### src/rtl/phase_pkg.sv
// Shared definitions for the phase measurement blocks: reference period,
// phase width, detector FSM encoding and circular phase distance.
package phase_pkg;

  localparam int COUNTS_PER_PERIOD = 128;
  localparam int PHASE_W           = 7;

  typedef logic [PHASE_W-1:0] phase_t;

  typedef enum logic [1:0] {
    ST_IDLE    = 2'd0,
    ST_MEASURE = 2'd1,
    ST_LOCKED  = 2'd2
  } pd_state_t;

  // Shortest distance between two phases on the wrapping 7-bit circle.
  function automatic phase_t circ_diff(input phase_t a, input phase_t b);
    phase_t d_ab;
    phase_t d_ba;
    d_ab = a - b;
    d_ba = b - a;
    return (d_ab < d_ba) ? d_ab : d_ba;
  endfunction

endpackage

### src/rtl/sync_2ff.sv
// Two-flop synchronizer bringing an asynchronous level into the clock_slow domain.
module sync_2ff (
  input  logic clock_slow,
  input  logic reset_n,
  input  logic din,
  output logic dout
);

  logic meta;

  always_ff @(posedge clock_slow or negedge reset_n) begin
    if (!reset_n) begin
      meta <= 1'b0;
      dout <= 1'b0;
    end else begin
      meta <= din;
      dout <= meta;
    end
  end

endmodule

### src/rtl/phase_detector.sv
// Measures the phase of signal_in rising edges against a free-running reference
// counter, checks period stability and tracks lock on a stable phase.
module phase_detector #(
  parameter int COUNTS_PER_PERIOD = phase_pkg::COUNTS_PER_PERIOD,
  parameter int PERIOD_TOL        = 2,
  parameter int PHASE_TOL         = 2,
  parameter int LOCK_COUNT        = 4,
  parameter int LATENCY           = 3
) (
  input  logic       clock_slow,
  input  logic       reset_n,
  input  logic       signal_in,
  input  logic       ref_clear,
  output logic [6:0] phase_out,
  output logic       phase_valid,
  output logic       period_error,
  output logic       locked
);

  import phase_pkg::phase_t;
  import phase_pkg::pd_state_t;
  import phase_pkg::ST_IDLE;
  import phase_pkg::ST_MEASURE;
  import phase_pkg::ST_LOCKED;
  import phase_pkg::circ_diff;

  localparam int                GOOD_W      = $clog2(LOCK_COUNT + 1);
  localparam logic [8:0]        PERIOD_LO   = 9'(COUNTS_PER_PERIOD - PERIOD_TOL);
  localparam logic [8:0]        PERIOD_HI   = 9'(COUNTS_PER_PERIOD + PERIOD_TOL);
  localparam logic [8:0]        TIMEOUT_CNT = 9'(2 * COUNTS_PER_PERIOD);
  localparam logic [8:0]        PERIOD_MAX  = 9'h1FF;
  localparam phase_t            LATENCY_P   = phase_t'(LATENCY);
  localparam phase_t            PHASE_TOL_P = phase_t'(PHASE_TOL);
  localparam logic [GOOD_W-1:0] LOCK_TARGET = GOOD_W'(LOCK_COUNT);
  localparam logic [GOOD_W-1:0] GOOD_ONE    = GOOD_W'(1);

  logic              sig_sync;
  logic              sig_dly;
  logic              edge_det;
  phase_t            ref_count;
  phase_t            capture_phase;
  phase_t            prev_phase;
  logic [8:0]        period_cnt;
  logic              period_good;
  logic              phase_close;
  logic              timeout;
  pd_state_t         state_q;
  pd_state_t         state_d;
  logic [GOOD_W-1:0] good_cnt;
  logic [GOOD_W-1:0] good_d;
  phase_t            phase_d;
  logic              valid_d;
  logic              error_d;

  sync_2ff u_sync (
    .clock_slow (clock_slow),
    .reset_n    (reset_n),
    .din        (signal_in),
    .dout       (sig_sync)
  );

  assign edge_det      = sig_sync & ~sig_dly;
  assign capture_phase = ref_count - LATENCY_P;
  assign period_good   = (period_cnt >= PERIOD_LO) && (period_cnt <= PERIOD_HI);
  assign phase_close   = circ_diff(capture_phase, prev_phase) <= PHASE_TOL_P;
  assign timeout       = !edge_det && (period_cnt == TIMEOUT_CNT);

  // period_cnt stays at zero until the first edge so an idle input never times out.
  always_ff @(posedge clock_slow or negedge reset_n) begin
    if (!reset_n) begin
      sig_dly    <= 1'b0;
      ref_count  <= '0;
      period_cnt <= '0;
      prev_phase <= '0;
    end else begin
      sig_dly   <= sig_sync;
      ref_count <= ref_clear ? phase_t'(0) : ref_count + phase_t'(1);
      if (edge_det) begin
        period_cnt <= 9'd1;
        prev_phase <= capture_phase;
      end else if ((period_cnt != '0) && (period_cnt != PERIOD_MAX)) begin
        period_cnt <= period_cnt + 9'd1;
      end
    end
  end

  always_ff @(posedge clock_slow or negedge reset_n) begin
    if (!reset_n) begin
      state_q      <= ST_IDLE;
      good_cnt     <= '0;
      phase_out    <= '0;
      phase_valid  <= 1'b0;
      period_error <= 1'b0;
      locked       <= 1'b0;
    end else begin
      state_q      <= state_d;
      good_cnt     <= good_d;
      phase_out    <= phase_d;
      phase_valid  <= valid_d;
      period_error <= error_d;
      locked       <= (state_d == ST_LOCKED);
    end
  end

  always_comb begin
    state_d = state_q;
    good_d  = good_cnt;
    phase_d = phase_out;
    valid_d = 1'b0;
    error_d = 1'b0;
    if (edge_det) begin
      unique case (state_q)
        ST_IDLE: begin
          state_d = ST_MEASURE;
          good_d  = '0;
        end
        ST_MEASURE: begin
          if (period_good) begin
            phase_d = capture_phase;
            valid_d = 1'b1;
            if (phase_close) begin
              good_d = (good_cnt >= LOCK_TARGET) ? good_cnt : good_cnt + GOOD_ONE;
            end else begin
              good_d = GOOD_ONE;
            end
            if (good_d >= LOCK_TARGET) begin
              state_d = ST_LOCKED;
            end
          end else begin
            error_d = 1'b1;
            good_d  = '0;
          end
        end
        ST_LOCKED: begin
          if (period_good) begin
            phase_d = capture_phase;
            valid_d = 1'b1;
            if (!phase_close) begin
              state_d = ST_MEASURE;
              good_d  = GOOD_ONE;
            end
          end else begin
            error_d = 1'b1;
            state_d = ST_MEASURE;
            good_d  = '0;
          end
        end
        default: begin
          state_d = ST_IDLE;
          good_d  = '0;
        end
      endcase
    end else if (timeout) begin
      state_d = ST_IDLE;
      error_d = 1'b1;
      good_d  = '0;
    end
  end

endmodule

### config.mk
export PLATFORM = sky130hd
export DESIGN_NAME = phase_detector
export DESIGN_NICKNAME = d
export VERILOG_FILES = /design/src/rtl/phase_pkg.sv /design/src/rtl/sync_2ff.sv /design/src/rtl/phase_detector.sv
export SDC_FILE = /design/constraint.sdc
export NUM_CORES = 1
export LEC_CHECK = 0
export BUFFER_PORTS_ARGS = -buffer_cell sky130_fd_sc_hd__buf_2
export CORE_ASPECT_RATIO = 1.25
export CORE_MARGIN = 1
export CORE_UTILIZATION = 35
export DETAILED_ROUTE_END_ITERATION = 10
export PLACE_DENSITY_LB_ADDON = 0.1
export RECOVER_POWER = 50
export SKIP_LAST_GASP = 1
export SYNTH_ARGS = -nofsm -noshare
export SYNTH_HDL_FRONTEND = slang
export SYNTH_SLANG_ARGS = --single-unit
### constraint.sdc
create_clock -name clock_slow -period 4.1 [get_ports clock_slow]
set_input_delay 0.82 -clock clock_slow [delete_from_list [all_inputs] [get_ports clock_slow]]
set_output_delay 0.82 -clock clock_slow [all_outputs]
set_load 0.01 [all_outputs]
==> After elaboration in Yosys (flattened, before gate mapping) <==
Cells that the tools add are included.
{ "op_classes": {"bitwise_logic": 2, "n_mux": 29, "n_eq_ne": 6, "reduce_logical": 11, "magnitude_cmp": 6, "add_sub_neg": 6} }
{ "op_table": {"columns": ["operator", "count"], "rows": [
  ["$mux 3", 10],
  ["$mux 9", 2],
  ["$mux 7", 2],
  ["$sub 7x7->7", 2],
  ["$mux 2", 6],
  ["$add 9x1->9 const B", 1],
  ["$eq 9x9->1 const B", 1],
  ["$ge 9x7->1 const B", 1],
  ["$le 9x8->1 const B", 1],
  ["$ne 9x9->1 const B", 1],
  ["$reduce_bool 9->1", 1],
  ["$add 7x1->7 const B", 1],
  ["$le 7x2->1 const B", 1],
  ["$lt 7x7->1", 1],
  ["$mux 1", 7],
  ["$sub 7x2->7 const B", 1],
  ["$ge 3x3->1 const B", 2],
  ["$pmux 2 s3", 1],
  ["$pmux 3 s2", 1],
  ["$eq 2x2->1 const B", 2],
  ["$ne 4x4->1 const B", 1],
  ["$reduce_bool 2->1", 2],
  ["$add 3x1->3 const B", 1],
  ["$logic_and 1x1->1", 3],
  ["other kinds (8)", 8]
]} }
{ "totals": {"word_cells": 72, "ff_bits": 41, "out_inout_bits": 10} }

==> Longest topological paths before layout <==
{ "logic_depth": {"ltp_word": 15, "depth_mapped": 18} }

==> Cells and area by module <==
A second synthesis with hierarchy kept.
{ "unflattened": {"hier_cells": 304, "hier_area_um2": 2771.4} }
{ "by_module_without_submodules": {"columns": ["module", "area_per_inst_um2", "cells_per_inst", "seq_area_each_um2", "n_inst"], "rows": [
  ["phase_detector", 2721.4, 302, 975.9, 1],
  ["sync_2ff", 50.0, 2, 50.0, 1]
]} }

==> Worst setup path after synthesis <==
Ideal clock, no wire load.
{ "synth_timing": {"kind": "reg-to-reg", "start": "register ref_count[0]", "end": "register good_cnt[1]", "path_stages_with_launch": 19, "synth_period_minus_slack_ps": 4392, "setup_ps": 110, "t_arrival_ps": 4282, "slack_ps": -292, "path_cell_list": "dfrtp_1 ha_1 nor3_1 xnor2_1 inv_1 ha_1 clkbuf_8 o211a_1 a31oi_1 a221oi_1 nor2_1 ha_1 nand4_1 a21oi_1 nor2_1 a211o_1 a2111oi_4 nor2_2 o41ai_1"} }
{ "synth_via": {"elab_chain_cells": 12, "elab_cells_between_ends": 15, "cone_classes": "3 x add/sub; 2 x order compare; 1 x eq/ne; 8 x mux; 1 x reduce/logical"} }
{ "synth_rtl": {"columns": ["element", "line_no", "source"], "rows": [
  ["start: declaration", "phase_detector.sv:40", "phase_t ref_count;"],
  ["start signal: assignment", "phase_detector.sv:77", "ref_count <= ref_clear ? phase_t'(0) : ref_count + phase_t'(1);"],
  ["$sub 7x2->7 *", "phase_detector.sv:63", "assign capture_phase = ref_count - LATENCY_P;"],
  ["$sub 7x7->7, on equally long branches", "phase_pkg.sv:20, phase_pkg.sv:21", null],
  ["$lt 7x7->1", "phase_pkg.sv:22", "return (d_ab < d_ba) ? d_ab : d_ba;"],
  ["$mux 7 *", "phase_pkg.sv:22", null],
  ["$le 7x2->1 *", "phase_detector.sv:65", "assign phase_close = circ_diff(capture_phase, prev_phase) <= PHASE_TOL_P;"],
  ["$mux 3", "phase_detector.sv:121", "if (phase_close) begin"],
  ["$mux 3", "phase_detector.sv:118", "if (period_good) begin"],
  ["$mux 3", "phase_detector.sv:112", "unique case (state_q)"],
  ["$mux 3", "phase_detector.sv:111", "if (edge_det) begin"],
  ["$mux 3", "phase_detector.sv:118", null],
  ["$pmux 3 s2", "phase_detector.sv:112", null],
  ["$mux 3", "phase_detector.sv:111", null],
  ["end signal: assignment", "phase_detector.sv:97", "good_cnt <= good_d;"],
  ["end: declaration", "phase_detector.sv:49", "logic [GOOD_W-1:0] good_cnt;"]
]} }
Every way passes the cells marked *; elsewhere a longest branch is shown, timed or not. The select of a mux whose other input is x is not followed.
A chain may end at the register's enable or synchronous reset.

==> Final worst setup path <==
{ "layout_timing": {"start": "register ref_count[2]", "end": "register locked"} }
{ "layout_via": {"elab_chain_cells": 15, "elab_cells_between_ends": 18, "cone_classes": "3 x add/sub; 3 x order compare; 1 x eq/ne; 11 x mux"} }
{ "layout_rtl": {"columns": ["element", "line_no", "source"], "rows": [
  ["$sub 7x2->7 *", "phase_detector.sv:63", null],
  ["$sub 7x7->7, on equally long branches", "phase_pkg.sv:20, phase_pkg.sv:21", null],
  ["$lt 7x7->1", "phase_pkg.sv:22", null],
  ["$mux 7 *", "phase_pkg.sv:22", null],
  ["$le 7x2->1 *", "phase_detector.sv:65", null],
  ["$mux 3", "phase_detector.sv:121", null],
  ["$mux 3", "phase_detector.sv:118", null],
  ["$mux 3", "phase_detector.sv:112", null],
  ["$mux 3", "phase_detector.sv:111", null],
  ["$ge 3x3->1", "phase_detector.sv:126", "if (good_d >= LOCK_TARGET) begin"],
  ["$mux 2", "phase_detector.sv:126", null],
  ["$mux 2", "phase_detector.sv:118", null],
  ["$pmux 2 s3 *", "phase_detector.sv:112", null],
  ["$mux 2 *", "phase_detector.sv:111", null],
  ["$eq 2x2->1 *", "phase_detector.sv:101", "locked <= (state_d == ST_LOCKED);"],
  ["end signal: assignment", "phase_detector.sv:101", null],
  ["end: declaration", "phase_detector.sv:17", "output logic locked"]
]} }
Marks and branches as above.

==> metrics.txt <==
# TYPE chip_impl_metric gauge
chip_impl_metric{name="timing.critical_path.required",unit="ns"} 4.32
chip_impl_metric{name="utilization",unit="%"} 44.1
chip_impl_info{name="yosysTopAreaCell",value="dfrtp_1"} 1
chip_impl_info{name="clock-root-buffer",value="clkbuf_8"} 1
chip_impl_metric{name="synthDominantCellAreaShare",unit="%"} 36.5
chip_impl_metric{name="measured_slew_at_the_worst_slew_check_pin",unit="ns"} 2.23
chip_impl_metric{name="flip_flop_and_latch_count_after_synthesis",unit=""} 41
chip_impl_info{name="criticalPathCategory",value="register to register"} 1
chip_impl_metric{name="routedWlPerCell",unit="µm"} 14.1
chip_impl_metric{name="later_pin_clock_latency_in_the_skew_report",unit="ns"} 0.30
chip_impl_metric{name="i_o_pins",unit=""} 14
chip_impl_metric{name="ctsHoldBuffers",unit=""} 0
chip_impl_metric{name="final.setup.tns",unit="ns"} 0
chip_impl_metric{name="ir_drop",unit="µV"} 229
chip_impl_metric{name="start_util",unit="%"} 36.1
chip_impl_metric{name="synth.lib_cells_used.distinct",unit=""} 56
chip_impl_metric{name="route.met2.wl",unit="µm"} 3180
chip_impl_metric{name="floorplan.rows",unit=""} 36
chip_impl_metric{name="achievable-frequency",unit="MHz"} 254
chip_impl_info{name="timing.critical_path.from_type",value="register"} 1
chip_impl_metric{name="clockBufferDepth",unit=""} 2
chip_impl_metric{name="finalHoldViolCount",unit=""} 0
chip_impl_info{name="worst_hold_startpoint",value="u_sync.meta"} 1
chip_impl_metric{name="post_synth_inst_count",unit=""} 304
chip_impl_metric{name="synth_async_sr_flop_share",unit="%"} 100
chip_impl_metric{name="route.final.wire_length",unit="µm"} 6300
chip_impl_metric{name="power.density",unit="nW/µm²"} 454
chip_impl_metric{name="post_dp_cell_area",unit="µm²"} 3170
chip_impl_metric{name="die_y",unit="µm"} 102
chip_impl_metric{name="cts_buffers",unit=""} 5
chip_impl_metric{name="post-route-drc-count",unit=""} 0
chip_impl_info{name="outcome",value="complete, but fails checks"} 1
chip_impl_metric{name="layout.nets",unit=""} 380
chip_impl_metric{name="synth-edff-count",unit=""} 0
chip_impl_metric{name="final_layout_size_suffix_gt1_share",unit="%"} 23.1
chip_impl_metric{name="reg2reg_depth",unit=""} 17
chip_impl_metric{name="total_power",unit="mW"} 1.56
chip_impl_metric{name="skew_final",unit="ns"} 0.00326
chip_impl_metric{name="min_period_over_period",unit="%"} 96.1
chip_impl_info{name="yosys-top-cells-area",value="dfrtp_1 (36%), ha_1 (11%), nand2_1 (4.3%)"} 1
chip_impl_info{name="cpMaxStageDelayCell",value="or3_4"} 1
chip_impl_metric{name="grt_start_max_net_pins",unit=""} 42
chip_impl_info{name="r2r-end",value="locked"} 1
chip_impl_metric{name="met3RoutedLength",unit="µm"} 182
chip_impl_metric{name="dieArea",unit="µm²"} 8400
chip_impl_metric{name="grt_use_total",unit="%"} 16.3
chip_impl_metric{name="portion_of_the_post_synthesis_area_used_by_sequential_elements",unit="%"} 36.5
chip_impl_metric{name="pleak",unit="nW"} 1.64
chip_impl_info{name="worst_setup_path_end_kind",value="register"} 1
chip_impl_metric{name="cp_data_arrival_time",unit="ns"} 4.16
chip_impl_metric{name="detail_route.iter0.violations",unit=""} 62
chip_impl_info{name="cts_tree",value="yes"} 1
chip_impl_metric{name="routability_driven_placement_congestion_ratio",unit=""} 0.842
chip_impl_info{name="synthFlopType",value="dfrtp_1"} 1
chip_impl_metric{name="crit_fanout",unit=""} 6
chip_impl_info{name="worst_hold_path_type",value="register to register"} 1
chip_impl_metric{name="antenna_cells_inserted",unit=""} 0
chip_impl_info{name="violations",value="capacitance limit, slew limit"} 1
chip_impl_metric{name="estimated_wirelength_of_the_detail_placed_design",unit="µm"} 4620
chip_impl_metric{name="path_buf_inv",unit=""} 2
chip_impl_metric{name="via_count",unit=""} 2278
chip_impl_metric{name="drt-met1-wl",unit="µm"} 2850
chip_impl_metric{name="place.port_buffers",unit=""} 13
chip_impl_metric{name="cts.clk_slew.worst_paths",unit="ns"} 0.08
chip_impl_metric{name="antenna_violations_before_repair",unit=""} 0
chip_impl_metric{name="postSynthNetCount",unit=""} 335
chip_impl_metric{name="min_path_cells",unit=""} 0
chip_impl_metric{name="ant_nets",unit=""} 0
chip_impl_metric{name="design.core.area",unit="µm²"} 7790
chip_impl_info{name="timing.hold.worst_endpoint",value="u_sync.dout"} 1
chip_impl_metric{name="syn_area_per_cell",unit="µm²"} 9.26
chip_impl_metric{name="drt-pass1-iter-count",unit=""} 4
chip_impl_metric{name="filler_cell_count",unit=""} 777
chip_impl_metric{name="tritoncts_num_sinks",unit=""} 41
chip_impl_metric{name="grt_pass1_wl",unit="µm"} 10500
chip_impl_info{name="r2r_start",value="ref_count[2]"} 1
chip_impl_metric{name="htreeDepth",unit=""} 2
chip_impl_metric{name="post_synth_instance_area",unit="µm²"} 2810
chip_impl_metric{name="report.final.setup_viol",unit=""} 0
chip_impl_info{name="routed.top_layer",value="met4"} 1
chip_impl_metric{name="timing.reg2reg.setup_slack",unit="ns"} 0.16
chip_impl_metric{name="yosys_warnings",unit=""} 0
chip_impl_metric{name="finalInstanceArea",unit="µm²"} 3440
chip_impl_metric{name="globalRoute.totalOverflow",unit=""} 0
chip_impl_metric{name="detail_route.vias_per_cell",unit=""} 5.12
chip_impl_metric{name="maxCapViolations",unit=""} 1
chip_impl_metric{name="timing_max_transition_violations_final",unit=""} 42
chip_impl_metric{name="timing.slew.headroom",unit="%"} -48.7
chip_impl_metric{name="die_wd",unit="µm"} 82.2
chip_impl_metric{name="areaGrowthSynthToFinish",unit="%"} 22.2
chip_impl_info{name="cp_top_family",value="compound AO/OA/AOI/OAI gates"} 1
chip_impl_metric{name="cpPeakStageDelay",unit="ns"} 0.40
chip_impl_info{name="worst_path_cell_chain",value="or3_4 > a21oi_4 > xnor2_2 > inv_2 > ha_4 > nor3b_1 > a311o_1 > a211o_1 > ha_4 > nand4_1 > a21oi_2 > nor2_1 > a211o_1 > a2111oi_4 > buf_4 > o2111ai_1 > a22oi_1"} 1
chip_impl_metric{name="post-route-min-period",unit="ns"} 3.94
chip_impl_metric{name="number_of_global_route_vias_before_repair",unit=""} 2237
==> cells in the mapped netlist, types with 3 or more instances <==
cell,count
nand3_1,10
nand2_1,32
a211o_1,3
dfrtp_1,41
xor2_1,12
nand2b_1,5
nand4_1,7
mux2i_1,3
nor2_1,30
ha_1,25
a21o_1,3
o21ai_0,21
inv_1,25
o2111ai_1,3
a221oi_1,3
nor2b_1,3
a21oi_1,12
and3_1,5
xnor2_1,10
clkbuf_1,4
==> repair_timing <==
item	4_1_cts	5_1_grt
pin swaps	1	11
endpoints found under the setup margin	4	6
resized for setup	1	19
buffers inserted	0	7
==> placed cells by master (no fill, tap or decap), drive strengths merged, types with 2 or more instances in the layout <==
master | Yosys | layout
o211a | 2 | 2
clkinvlp | 0 | 2
nand3b | 2 | 2
ha | 25 | 25
clkbuf | 5 | 11
nor4b | 2 | 2
mux2i | 3 | 3
and2 | 3 | 3
a211o | 3 | 3
dfrtp | 41 | 41
xor2 | 12 | 12
nor3 | 3 | 3
nor3b | 2 | 2
nor2 | 31 | 31
or4 | 2 | 2
a31oi | 2 | 2
a21oi | 14 | 14
o211ai | 2 | 2
nand2 | 33 | 33
a21o | 3 | 3
nor2b | 3 | 3
a221oi | 3 | 3
and3 | 7 | 7
o21ai | 21 | 21
nand2b | 5 | 5
nand3 | 10 | 10
fa | 2 | 2
a2111oi | 2 | 2
inv | 25 | 24
o2111ai | 3 | 3
buf | 2 | 40
xnor2 | 10 | 10
nand4 | 7 | 7
==> cell families (layout without fill, tap and decap cells) <==
family / after synthesis / in the layout / synth area share, %
compound gates: 64 / 64 / 16.3
xor+xnor: 23 / 23 / 7.65
fa+ha+maj: 27 / 27 / 12.5
buf+inv: 32 / 78 / 5.02
flops: 41 / 41 / 36.5
mux: 4 / 4 / 1.47
simple gates: 113 / 113 / 20.5
==> state kept, by name, summed over array words and instances, names as in the netlist, 2 cells and up <==
register,flops
period_cnt,9
good_cnt,3
prev_phase,7
ref_count,7
state_q,2
phase_out,7
==> metal layers <==
metal / vias up / GRT usage, %
li1: 1154 / -
met1: 1090 / 20.2
met2: 27 / 28.5
met3: 7 / 3.21
met4: 0 / 4.05
met5: - / 0
==> worst max-delay path by stage <==
| stage | start | end | cells past startpoint |
|---|---|---|---|
| after floorplan | ref_count[2] | good_cnt[1] | 16 |
| after global placement | ref_count[0] | good_cnt[1] | 18 |
| after detailed placement | ref_count[2] | good_cnt[1] | 18 |
| after CTS | ref_count[2] | good_cnt[1] | 16 |
| after global routing | ref_count[2] | locked | 17 |
| final | ref_count[2] | locked | 17 |
==> stage by stage <==
stage          setup slack (ns)  instances  hold slack (ns)
6_report                  0.159        445            0.365
5_1_grt                 -0.0846        445            0.384
4_1_cts                 0.00112        438            0.369
3_5_place_dp            -0.0593        430            0.338
3_3_place_gp            0.00362        430            0.358
2_1_floorplan           0.00955        304            0.331
==> worst register-to-register path: stages (launching register included) <==
cell	delay, ns
dfrtp_1	0.38
or3_4	0.40
a21oi_4	0.14
xnor2_2	0.14
inv_2	0.06
ha_4	0.27
nor3b_1	0.14
a311o_1	0.31
a211o_1	0.33
ha_4	0.30
nand4_1	0.09
a21oi_2	0.14
nor2_1	0.07
a211o_1	0.26
a2111oi_4	0.28
buf_4	0.19
o2111ai_1	0.14
a22oi_1	0.21
==> final cells by class <==
class	count	area, µm²	area share (%)
Sequential cell	41	1030	29.8
Tap cell	95	119	3.46
Inverter	25	97.6	2.84
Clock buffer	6	82.6	2.40
Multi-Input combinational cell	231	1780	51.8
Timing Repair Buffer	45	295	8.59
Clock inverter	2	37.5	1.09
==> where the power goes <==
group / switching (mW) / leakage (nW) / internal, mW
Combinational: 0.387 / 1.04 / 0.336
Sequential: 0.0507 / 0.539 / 0.441
Clock: 0.149 / 0.0574 / 0.198
Total: 0.587 / 1.64 / 0.975
Power figures use the tool's default switching activity.
